<file path="src/rtl/product_accumulator_pkg.sv">
// Shared types and defaults for the product accumulator.
package prod_acc_pkg;
  localparam int ACC_W_DEF     = 12;
  localparam int MAX_TERMS_DEF = 32;
  localparam int CNT_W         = 6;

  typedef enum logic [1:0] {
    IDLE  = 2'd0,
    ACCUM = 2'd1,
    DONE  = 2'd2
  } state_t;
endpackage

</file>
<file path="src/rtl/product_accumulator_sat_adder.sv">
// Unsigned saturating adder; ovf flags that the true sum did not fit in W bits.
module sat_adder #(
  parameter int W = 12
) (
  input  logic [W-1:0] a,
  input  logic [W-1:0] b,
  output logic [W-1:0] sum,
  output logic         ovf
);
  logic [W:0] raw;

  always_comb begin
    raw = {1'b0, a} + {1'b0, b};
    ovf = raw[W];
    sum = raw[W] ? {W{1'b1}} : raw[W-1:0];
  end
endmodule

</file>
<file path="src/rtl/product_accumulator.sv">
// Sums bursts of 4x4 products with saturation, then holds the result until taken.
module product_accumulator
  import prod_acc_pkg::*;
#(
  parameter int ACC_W     = ACC_W_DEF,
  parameter int MAX_TERMS = MAX_TERMS_DEF
) (
  input  logic             clk,
  input  logic             rst_n,
  input  logic [7:0]       prod,
  input  logic             in_valid,
  input  logic             in_last,
  output logic             in_ready,
  output logic [ACC_W-1:0] acc_sum,
  output logic [CNT_W-1:0] acc_count,
  output logic             overflow,
  output logic             out_valid,
  input  logic             out_ready
);
  state_t           state, state_nx;
  logic             accept, take, close;
  logic [ACC_W-1:0] sum_nx;
  logic             sum_ovf;
  logic [CNT_W-1:0] cnt_nx;

  sat_adder #(.W(ACC_W)) u_add (
    .a   (acc_sum),
    .b   (ACC_W'(prod)),
    .sum (sum_nx),
    .ovf (sum_ovf)
  );

  assign in_ready  = (state != DONE);
  assign out_valid = (state == DONE);
  assign accept    = in_valid && in_ready;
  assign take      = out_valid && out_ready;
  assign cnt_nx    = acc_count + CNT_W'(1);
  // A burst closes on in_last or when this accept fills the last slot.
  assign close     = in_last || (cnt_nx == CNT_W'(MAX_TERMS));

  always_comb begin
    state_nx = state;
    case (state)
      IDLE, ACCUM: if (accept) state_nx = close ? DONE : ACCUM;
      DONE:        if (take)   state_nx = IDLE;
      default:     state_nx = IDLE;
    endcase
  end

  always_ff @(posedge clk) begin
    if (!rst_n) begin
      state     <= IDLE;
      acc_sum   <= '0;
      acc_count <= '0;
      overflow  <= 1'b0;
    end else begin
      state <= state_nx;
      if (take) begin
        acc_sum   <= '0;
        acc_count <= '0;
        overflow  <= 1'b0;
      end else if (accept) begin
        acc_sum   <= sum_nx;
        acc_count <= cnt_nx;
        overflow  <= overflow | sum_ovf;
      end
    end
  end
endmodule

</file>
<file path="config.mk">
export PLATFORM = sky130hd
export DESIGN_NAME = product_accumulator
export DESIGN_NICKNAME = d
export VERILOG_FILES = /design/src/rtl/product_accumulator_pkg.sv /design/src/rtl/product_accumulator_sat_adder.sv /design/src/rtl/product_accumulator.sv
export SDC_FILE = /design/constraint.sdc
export NUM_CORES = 1
export LEC_CHECK = 0
export BUFFER_PORTS_ARGS = -buffer_cell sky130_fd_sc_hd__buf_2
export CAP_MARGIN = 40
export CORE_AREA = 8 8 60 62
export DETAILED_ROUTE_END_ITERATION = 10
export DIE_AREA = 0 0 68 70
export PLACE_DENSITY = 0.71
export SLEW_MARGIN = 20
export SYNTH_ARGS = -nofsm -noshare
export SYNTH_HDL_FRONTEND = slang
export SYNTH_SLANG_ARGS = --single-unit
</file>
<file path="constraint.sdc">
create_clock -name clk -period 2.1 [get_ports clk]
set_clock_uncertainty 0.1 [all_clocks]
set_input_delay 0.315 -clock clk [delete_from_list [all_inputs] [get_ports clk]]
set_output_delay 0.315 -clock clk [all_outputs]
set_load 0.01 [all_outputs]
</file>
# Word level (Yosys, flattened, before mapping)
# Cells that the tools add are included.
# totals
regBits	21
out_inout_bits	21
# op_classes
add_sub_neg	2
eq_ne	6
n_mux	5
bitwise	2
n_reduce_logical	7
# ops
operator	n
12-bit by 8-bit adder with 13-bit output	1
12-bit two-way mux	1
6-bit by 1-bit adder with 6-bit output (second input constant)	1
6-bit == test (second input constant)	1
2-bit two-way mux	3
2-bit inequality test (second input constant)	2
2-bit case mux with 2 select lines	1
2-bit OR reduction	2
2-bit by 1-bit == test with 1-bit output (second input constant)	1
2-bit == test (second input constant)	1
1-bit logical AND	2
2-bit logical NOT	1
2-bit by 1-bit inequality test with 1-bit output (second input constant)	1
2-bit AND reduction	1
1-bit logical OR	1
1-bit NOT	1
1-bit bitwise OR	1

# Longest topological paths before layout
# depth
depth_word	6
ltp_mapped	7
ltp_nobuf	7

# Cells and area by module
# Synthesis repeated with hierarchy kept, for this count alone.
# unflattened
hier_cells	183
area_unflattened_um2	1456.4
# by_module_without_submodules
mod	n_inst	cells_per_inst	area_per_inst_um2	seq_area_each_um2
product_accumulator	1	105	853.3	420.4
sat_adder	1	78	603.1	0.0

# Worst setup path after synthesis
# Ideal clock, no wire load.
# synth_timing
path_type	flip-flop to flip-flop
from	register acc_sum[0]
to	register acc_sum[11]
arrival_ns	1.909
setup_slack_ns	-0.043
stages_incl_launch_ff	8
path_buffers	0
synth_period_minus_slack_ns	2.143
path_cell_list	dfxtp_1 > ha_1 > fa_1 > a21o_1 > a221oi_2 > o21ai_2 > and4b_1 > a211oi_2
# synth_between
elab_chain_cells	2
# synth_lines
element	line_no	text
start, declared	product_accumulator.sv:14	output logic [ACC_W-1:0] acc_sum,
start signal, assigned	product_accumulator.sv:63	acc_sum <= sum_nx;
12-bit by 8-bit adder with 13-bit output	product_accumulator_sat_adder.sv:13	raw = {1'b0, a} + {1'b0, b};
12-bit two-way mux	product_accumulator_sat_adder.sv:15	sum = raw[W] ? {W{1'b1}} : raw[W-1:0];
# Every way passes these cells.
# A chain may end at the register's enable or synchronous reset.

# Worst setup path in the final report
# Ends and elaborated chain as after synthesis.

==> impl_metrics.csv <==
group,metric,value,unit
worst_hold_path,min-delay-path-class,"in -> reg",
sta,fin_tns_setup,0,ns
routing,vias,1143,
clock_network,root_buffer,"clkbuf_4",
floorplan,start_util,44.9,%
power,vdd_ir_drop_max,558,uV
power,total_power,0.981,mW
routing,wl_per_cell,15.7,um
floorplan,die_w,68,um
clock_network,clock_sinks,21,
critical_path,r2r_slack,0.05,ns
worst_hold_path,min_to,"state[1]",
placement,placed_area,1440,um^2
sta,setup_viol,0,
sta,rsz0062_at_grt,"true",
sta,timing.final.max_slew_violations,0,
routing,antenna_left,0,
cells_and_area,fin_area,1550,um^2
routing,dr.pass1.iters,4,
power,power.leakage,0.717,nW
status,outcome,"complete, no violations",
routing,drc,0,
cells_and_area,drive_gt1_share,37.4,%
sta,fin_crit_sh,97.4,%
synth,yosysMostFrequentCell,"dfxtp_1",
worst_hold_path,worstHoldStart,"rst_n",
power,power.density,635,nW/um^2
clock_network,cts_buffers,3,
floorplan,ios,34,
synth,ys_types,43,
clock_network,clk_latency,0.32,ns
synth,yosysTopAreaCellShare,35.1,%
synth,syn-cell-area,1200,um^2
sta,fin_ws,0.0549,ns
synth,syn_area_per_cell,9.34,um^2
synth,synth_seq_cells,21,
synth,synth_area_leaders,"dfxtp_1, ha_1, a31oi_1",
sta,fmax,489,MHz
sta,maxSlewHeadroom,71.1,%
worst_hold_path,holdPathStages,2,
global_routing,grt_usage,13.7,%
placement,finalWeightedCongestion,0.836,
critical_path,rr_worst_depth,7,
synth,synth-main-ff-cell,"dfxtp_1",
clock_network,htree_levels,1,
critical_path,crit_fanout,7,
synth,post-synth-top-area-cell,"dfxtp_1",
critical_path,worstPathRequired,2.21,ns
clock_network,cts_hold_buf,0,
clock_network,cts_buffer_depth,2,
floorplan,die_area,4760,um^2
placement,dp_hpwl,2410,um
synth,synth_commonest_cells,"dfxtp_1, a31oi_1, ha_1",
global_routing,grt_start_max_net_pins,17,
placement,place_ws,-0.139,ns
synth,async_reset_ff_share,0,%
sta,finalCriticalPeriod,2.05,ns
critical_path,reg2reg_to,"acc_sum[11]",
global_routing,grt_pass1_vias,1227,
routing,viasPerCell,5.66,
global_routing,grt_overflow,0,
synth,synth-edff-count,0,
critical_path,crit_type,"reg -> reg",
critical_path,crit_path_end_kind,"flop",
synth,ys_warn_count,0,
global_routing,grt_pass1_wl,5310,um
cells_and_area,area_growth,29.2,%
placement,portBuffers,33,
floorplan,core-area,2660,um^2
floorplan,die_y,70,um
cells_and_area,fillers,269,
floorplan,num_rows,19,
cells_and_area,n_antenna_cell,0,
critical_path,start_kind,"flop",
synth,synth_cells,128,
routing,drtIter0Drc,70,
critical_path,cp.arrival,2.15,ns
sta,worst_pin_slew,0.433,ns
clock_network,cts_tree,"yes",
clock_network,clk_pin_slew,0.13,ns
job,cap_violations,0,
synth,syn_nets,151,
sta,hold_slack,0.137,ns
cells_and_area,num-nets-final,195,
synth,seq_area_frac_synth,35.1,%
sta,hold_viol_final,0,
critical_path,rr_startpoint,"acc_sum[0]",
routing,drt_wl_total,3170,um
global_routing,grt_antenna_before_repair,0,
[through the flow]
step                utilization [%]  instances
floorplan                         -        128
global placement               54.1        195
detailed placement             54.1        195
CTS                            56.2        200
global route                   58.0        202
finish                         58.0        202
[cell type report]
cell class / instances / area [um^2] / area share (%)
Multi-Input combinational cell: 98 / 793 / 51.3
Sequential cell: 21 / 423 / 27.4
Timing Repair Buffer: 44 / 248 / 16.0
Tap cell: 31 / 38.8 / 2.51
Clock buffer: 3 / 22.5 / 1.46
Inverter: 4 / 15.0 / 0.972
Clock inverter: 1 / 5.00 / 0.324
[metal layers]
metal | routed length, um | vias up | track usage [%]
met5 | 0 | - | 0
met4 | 23 | 0 | 3.19
met3 | 201 | 4 | 4.94
met2 | 1610 | 31 | 24.3
met1 | 1340 | 545 | 14.7
li1 | - | 563 | -
[cells in the final DEF (no fill, tap or decap), types with 2 or more instances in the layout]
| cell | n |
|---|---|
| o21ai_0 | 8 |
| and3_1 | 2 |
| buf_2 | 33 |
| and2_1 | 3 |
| a31oi_1 | 12 |
| xnor2_1 | 3 |
| a21o_1 | 3 |
| ha_4 | 2 |
| xor2_1 | 8 |
| inv_1 | 3 |
| nand2_1 | 7 |
| dfxtp_1 | 19 |
| nand3_1 | 2 |
| nand4_1 | 2 |
| ha_1 | 7 |
| mux2i_1 | 3 |
| dfxtp_2 | 2 |
| nor2_1 | 8 |
| a21oi_1 | 3 |
| a211oi_2 | 2 |
| clkbuf_4 | 3 |
| buf_4 | 11 |
[report_power, final]
| part | switching, mW | internal (mW) |
|---|---|---|
| Sequential | 0.0249 | 0.426 |
| Combinational | 0.171 | 0.154 |
| Clock | 0.134 | 0.0713 |
| Total | 0.330 | 0.651 |
[critical path, stage by stage (launching register included)]
cell and delay (ns):
dfxtp_2 0.36, ha_4 0.16, fa_2 0.34, a21o_1 0.20
a221oi_4 0.29, o21ai_4 0.14, and4b_1 0.28, a211oi_2 0.07
[cells by family (layout without fill, tap and decap cells)]
group,count (synthesis),count (layout),synth area share (%)
AO/OA/AOI/OAI,39,39,23.6
XOR/XNOR,11,11,8.06
adder cells (fa/ha/maj),10,10,11.1
buffers and inverters,9,52,3.03
flip-flops,21,21,35.1
multiplexers,3,3,2.51
AND/OR/NAND/NOR,35,35,16.5
[worst max path at each step]
| stage | slack [ns] | cells past startpoint | end | start |
|---|---|---|---|---|
| 2_1_floorplan | 0.04 | 7 | acc_sum[11] | acc_sum[0] |
| 3_3_place_gp | -0.1 | 8 | acc_sum[11] | prod[0] |
| 3_5_place_dp | -0.14 | 8 | acc_sum[11] | prod[0] |
| 4_1_cts | 0.01 | 7 | acc_sum[11] | acc_sum[0] |
| 5_1_grt | -0.03 | 7 | acc_sum[11] | acc_sum[0] |
| 6_report | 0.05 | 7 | acc_sum[11] | acc_sum[0] |
[sequential cells by signal (all words and copies together) (netlist names)]
name and count:
acc_sum 12, acc_count 6, state 2, overflow 1
[what timing repair did]
| action | 4_1_cts | 5_1_grt |
|---|---|---|
| pin swaps | 1 | 5 |
| buffers inserted | 1 | 2 |
| resized for setup | 2 | 6 |
| gates cloned | 0 | 0 |
| endpoints found under the hold margin | 0 | 0 |
| setup endpoints to repair | 12 | 13 |
Note: power is estimated with default switching activity, not from simulation.
